==> src/rtl/ahb_mtx_pkg.sv <==
// Shared AHB matrix encodings: HTRANS/HRESP codes, address width and the
// address-phase bundle held by the input stages.
package ahb_mtx_pkg;

  localparam int AHB_AW = 32;

  typedef enum logic [1:0] {
    HTRANS_IDLE   = 2'b00,
    HTRANS_BUSY   = 2'b01,
    HTRANS_NONSEQ = 2'b10,
    HTRANS_SEQ    = 2'b11
  } htrans_e;

  typedef enum logic {
    HRESP_OKAY  = 1'b0,
    HRESP_ERROR = 1'b1
  } hresp_e;

  typedef struct packed {
    logic [AHB_AW-1:0] addr;
    logic [1:0]        trans;
    logic              write;
    logic [2:0]        size;
    logic [2:0]        burst;
    logic [3:0]        prot;
    logic              lock;
  } ahb_aphase_t;

  typedef enum logic {
    ST_PASS = 1'b0,
    ST_HOLD = 1'b1
  } in_state_e;

endpackage

==> src/rtl/ahb_mtx_in_stage.sv <==
// AHB matrix input stage: forwards the master address phase with zero latency,
// holds it while the target port is busy. AHB_MTX_IN_STAGE_ERR_CANCEL_EN enables ERROR-driven cancel of held SEQ beats.
module ahb_mtx_in_stage
  import ahb_mtx_pkg::*;
(
  input  logic              HCLK,
  input  logic              HRESETn,
  input  logic              HSELS,
  input  logic [AHB_AW-1:0] HADDRS,
  input  logic [1:0]        HTRANSS,
  input  logic              HWRITES,
  input  logic [2:0]        HSIZES,
  input  logic [2:0]        HBURSTS,
  input  logic [3:0]        HPROTS,
  input  logic              HMASTLOCKS,
  input  logic              HREADYS,
  output logic              HREADYOUTS,
  output logic              HRESPS,
  output logic              sel_dec,
  output logic [AHB_AW-1:0] addr_dec,
  output logic [1:0]        trans_dec,
  output logic              write_dec,
  output logic [2:0]        size_dec,
  output logic [2:0]        burst_dec,
  output logic [3:0]        prot_dec,
  output logic              lock_dec,
  output logic              req_dec,
  input  logic              active_dec,
  input  logic              readyout_dec,
  input  logic              resp_dec
);

  in_state_e   state_q, state_d;
  ahb_aphase_t hold_q, hold_d, live, dec;
  logic        dphase_q, dphase_d;
  logic        hold, valid, grant, accepted, err1, err2, cancel, err2_rdy;

  assign live = '{addr: HADDRS, trans: HTRANSS, write: HWRITES, size: HSIZES,
                  burst: HBURSTS, prot: HPROTS, lock: HMASTLOCKS};

  assign hold  = (state_q == ST_HOLD);
  assign valid = HSELS & HREADYS & HTRANSS[1];
  assign grant = active_dec & readyout_dec;
  assign err1  = dphase_q & resp_dec & ~readyout_dec;
  assign err2  = dphase_q & resp_dec & readyout_dec;

`ifdef AHB_MTX_IN_STAGE_ERR_CANCEL_EN
  // A SEQ beat behind an ERROR is dropped; the master will re-issue or abort.
  assign cancel   = hold & err1 & (hold_q.trans == HTRANS_SEQ);
  assign err2_rdy = err2;
`else
  assign cancel   = 1'b0;
  assign err2_rdy = 1'b0;
`endif

  // err1 implies readyout_dec=0, so cancel and grant never coincide.
  assign accepted = grant & (hold | valid);

  always_comb begin
    state_d  = state_q;
    hold_d   = hold_q;
    dphase_d = dphase_q;
    if (!hold) begin
      if (valid && !grant) begin
        state_d = ST_HOLD;
        hold_d  = live;
      end
    end else if (grant || cancel) begin
      state_d = ST_PASS;
    end
    if (accepted)          dphase_d = 1'b1;
    else if (readyout_dec) dphase_d = 1'b0;
  end

  always_ff @(posedge HCLK or negedge HRESETn) begin
    if (!HRESETn) begin
      state_q  <= ST_PASS;
      hold_q   <= '0;
      dphase_q <= 1'b0;
    end else begin
      state_q  <= state_d;
      hold_q   <= hold_d;
      dphase_q <= dphase_d;
    end
  end

  assign dec       = hold ? hold_q : live;
  assign sel_dec   = hold | HSELS;
  assign addr_dec  = dec.addr;
  assign trans_dec = dec.trans;
  assign write_dec = dec.write;
  assign size_dec  = dec.size;
  assign burst_dec = dec.burst;
  assign prot_dec  = dec.prot;
  assign lock_dec  = dec.lock;
  assign req_dec   = hold ? ~cancel : (HSELS & HTRANSS[1]);

  assign HREADYOUTS = hold ? err2_rdy : (dphase_q ? readyout_dec : 1'b1);
  assign HRESPS     = dphase_q & resp_dec;

endmodule

==> config.mk <==
export PLATFORM = sky130hd
export DESIGN_NAME = ahb_mtx_in_stage
export DESIGN_NICKNAME = d
export VERILOG_FILES = /design/src/rtl/ahb_mtx_pkg.sv /design/src/rtl/ahb_mtx_in_stage.sv
export SDC_FILE = /design/constraint.sdc
export NUM_CORES = 1
export LEC_CHECK = 0
export ABC_AREA = 1
export CAP_MARGIN = 15
export CORE_UTILIZATION = 40
export CTS_BUF_LIST = sky130_fd_sc_hd__clkbuf_2
export CTS_CLUSTER_DIAMETER = 150
export DETAILED_ROUTE_END_ITERATION = 16
export PLACE_DENSITY = 0.73
export SETUP_SLACK_MARGIN = 0.1
export SLEW_MARGIN = 20
export SYNTH_ARGS = -nofsm -noshare
export SYNTH_HDL_FRONTEND = slang
export SYNTH_SLANG_ARGS = --single-unit
==> constraint.sdc <==
create_clock -name HCLK -period 1.5 [get_ports HCLK]
set_clock_uncertainty 0.1 [all_clocks]
set_input_delay 0.3 -clock HCLK [delete_from_list [all_inputs] [get_ports HCLK]]
set_output_delay 0.3 -clock HCLK [all_outputs]
set_load 0.01 [all_outputs]
==> impl_metrics.csv <==
group,metric,value,unit
power,p_seq_frac,0.404,
critical_path,cp_slowest_cell,"dfrtp_2",
cts,cts_tree,"done",
detailed_routing,wl_met3,624,um
power,swShare,0.3783,
timing,maxSlewViolCount,0,
timing,maxSlewHeadroom,0.8185,
detailed_routing,drc_errors,0,
yosys,synth.most_common_cell,"nand2_1",
yosys,avgSynthCellArea,6.945,um^2
timing,hold_ws,0.2392,ns
critical_path,endpoint_kind,"output port",
yosys,synth_warnings,0,
critical_path,cp.arrival,1.63,ns
final_layout,drive_above_1_share,0.5352,
placement,gp_congestion,0.7316,
yosys,seq_area_frac_synth,0.4764,
cts,root_buffer,"clkbuf_2",
yosys,synth_nets,416,
detailed_routing,vias,3158,
die,ios,103,
final_layout,final_area,0.004984,mm^2
die,dieArea,0.006624,mm^2
global_routing,grt_pass1_wl,13860,um
yosys,synth.area.top_cells,"dfrtp_1 (48%), nand2_1 (35%), o21ai_0 (8.3%)",
global_routing,grt_max_degree,49,
job,cap_violations,0,
yosys,ys_async_sr_fraction,1.000,
global_routing,overflow,0,
timing,tightestPinTransition,0.2723,ns
cts,cts.clk_slew.worst_paths,0.26,ns
power,pwr-share-comb,0.475,
timing,max_clock_freq,493.1,MHz
critical_path,critPathMaxFanout,6,
detailed_routing,ant_nets,0,
power,leakagePower,2.625,nW
timing,setup_tns,-39.31,ns
yosys,synth_edf_count,0,
critical_path,rrSetupSlack,-0.42,ns
detailed_routing,firstDrtPassIters,4,
yosys,netlist_top_cells_count,"nand2_1 (234), dfrtp_1 (48), o21ai_0 (42)",
final_layout,n_antenna_cell,0,
critical_path,r2r_cells,11,
critical_path,critPathLaunchType,"flop",
placement,io_buffers,102,
critical_path,worst-path-buf-inv,4,
timing,setup_slack,-0.5279,ns
detailed_routing,wl_met1,4186,um
timing,final-hold-violation-count,0,
yosys,ys_ff_latch,48,
power,intPower,2.759,mW
power,finalPower,4.438,mW
detailed_routing,top_layer,"met4",
final_layout,final_util,0.8319,
die,die_x,81.39,um
cts,cts_buffers,5,
critical_path,crit_type,"flop to output port",
final_layout,area_growth,97.67,%
die,core-area,0.005991,mm^2
global_routing,grtUsageTotal,0.2743,
power,clkPwrFrac,0.121,
detailed_routing,wirelength,10310,um
die,start_util,0.4208,
detailed_routing,drt-vias-per-instance,5.263,
cts,clock_sinks,48,
detailed_routing,met2_length,5236,um
yosys,synth_top_area_frac,0.4764,
critical_path,r2r_end,"hold_q[4]",
timing,period_share,1.352,
cts,cts.htree.levels,2,
detailed_routing,dr.first_iter.drc_count,174,
die,core.rowCount,28,
yosys,synth_ff_type,"dfrtp_1",
placement,dp_hpwl,4872,um
critical_path,crit_chain,"clkinv_4 > buf_6 > buf_8 > nand2_4 > nand2_1 > buf_2",
yosys,yosysTopAreaCell,"dfrtp_1",
timing,rsz0062_at_grt,"true",
power,power_switching,1.679,mW
final_layout,nets,577,
run_status,status,"finished, violations left",
critical_path,cp_top_family,"buffers and inverters",
critical_path,critPathRequiredTime,1.10,ns
timing,period_minus_slack,2.028,ns
global_routing,antenna_found_initial,0,
yosys,syn-instance-count,363,
run_status,violations,"negative setup slack",
cts,cts_max_path_buffers,2,
critical_path,rr_startpoint,"hold",
power,ir_worst_vdd,0.4824,mV
cts,insertion_delay,0.42,ns
placement,placed_cell_area,0.003901,mm^2
min_path,min_path_type,"input port to async pin",
detailed_routing,wl_per_cell,17.19,um
timing,setup_viol,95,
die,die_y,81.39,um
power,p_per_area,890.4,mW/mm^2
yosys,synth.distinct_cells,15,
critical_path,crit_path_max_incr_delay,0.53,ns
yosys,synth_area,0.002521,mm^2
global_routing,grt_pass1_vias,2892,
## flip-flops by register name, indices dropped and copies added (netlist names)
name and flops:
dphase_q 1, hold 1, hold_q 46
## how the worst max path moves through the flow
stage          start            to  depth (start not counted)
2_1_floorplan   hold  addr_dec[10]                          5
3_3_place_gp   HSELS       sel_dec                          3
3_5_place_dp   HSELS       sel_dec                          3
4_1_cts         hold  burst_dec[2]                          6
5_1_grt         hold  burst_dec[1]                          6
6_report        hold  addr_dec[14]                          6
## power by group through the flow
stage | Combinational [mW] | Clock [mW] | Sequential (mW)
3_3_place_gp | 1.41 | 0 | 1.74
2_1_floorplan | 0.665 | 0 | 1.72
4_1_cts | 1.71 | 0.540 | 1.75
3_5_place_dp | 1.44 | 0 | 1.76
5_1_grt | 2.26 | 0.592 | 1.82
6_report | 2.11 | 0.536 | 1.79
## placed cells by master, fill, tap and decap left out, types with 2 or more instances in the layout
| cell type | n |
|---|---|
| dfrtp_1 | 47 |
| buf_8 | 9 |
| buf_6 | 38 |
| nand2_2 | 84 |
| nand2_1 | 111 |
| buf_16 | 8 |
| nand2_4 | 39 |
| clkbuf_2 | 5 |
| buf_2 | 29 |
| inv_1 | 3 |
| buf_12 | 7 |
| o21ai_0 | 2 |
| or2_4 | 2 |
| o21ai_2 | 18 |
| buf_4 | 33 |
| o21ai_1 | 26 |
| clkdlybuf4s50_1 | 51 |
| clkinv_2 | 2 |
## timing repair
item,in CTS,in global routing
resized for setup,355,144
buffers inserted,21,3
cloned,9,1
hold endpoints to repair,48,0
hold buffers,1,0
pin swaps,13,16
endpoints found under the setup margin,96,96
## per-stage QoR
| step | std cells | setup WS [ns] |
|---|---|---|
| after floorplan | 363 | 0.1356 |
| after global placement | 562 | -0.3850 |
| after detailed placement | 562 | -0.3988 |
| after CTS | 601 | -0.4765 |
| after global routing | 600 | -0.6098 |
| final | 600 | -0.5279 |
## final cells by class
cell class,count,area [um^2]
Timing Repair Buffer,177,1862
Multi-Input combinational cell,288,1767
Sequential cell,48,1202
Fill cell,333,1007
Tap cell,75,93.84
Clock buffer,5,25.02
Inverter,4,20.02
Clock inverter,3,13.76
## cell families (layout without fill, tap and decap cells)
group / after synthesis / in the layout / synth area share
AOI/OAI and AO/OA: 47 / 47 / 0.09330
buffers and inverters: 27 / 189 / 0.05756
and+or+nand+nor: 241 / 241 / 0.3727
DFF: 48 / 48 / 0.4764
## worst register-to-register path, stage by stage (launching register included)
cell and delay [ns]:
dfrtp_2 0.53, clkinv_4 0.12, buf_12 0.15, buf_16 0.14, buf_6 0.12, buf_8 0.11, nand2_8 0.08, nor2_8 0.05
buf_6 0.14, buf_12 0.14, nand2_2 0.06, nand2_1 0.08
## per-layer routing
layer | vias up | GRT usage
met5 | - | 0
met4 | 0 | 0.08750
met3 | 26 | 0.05281
met2 | 119 | 0.4608
met1 | 1557 | 0.3530
li1 | 1456 | -
No activity file was read; power rests on OpenSTA's default activity.
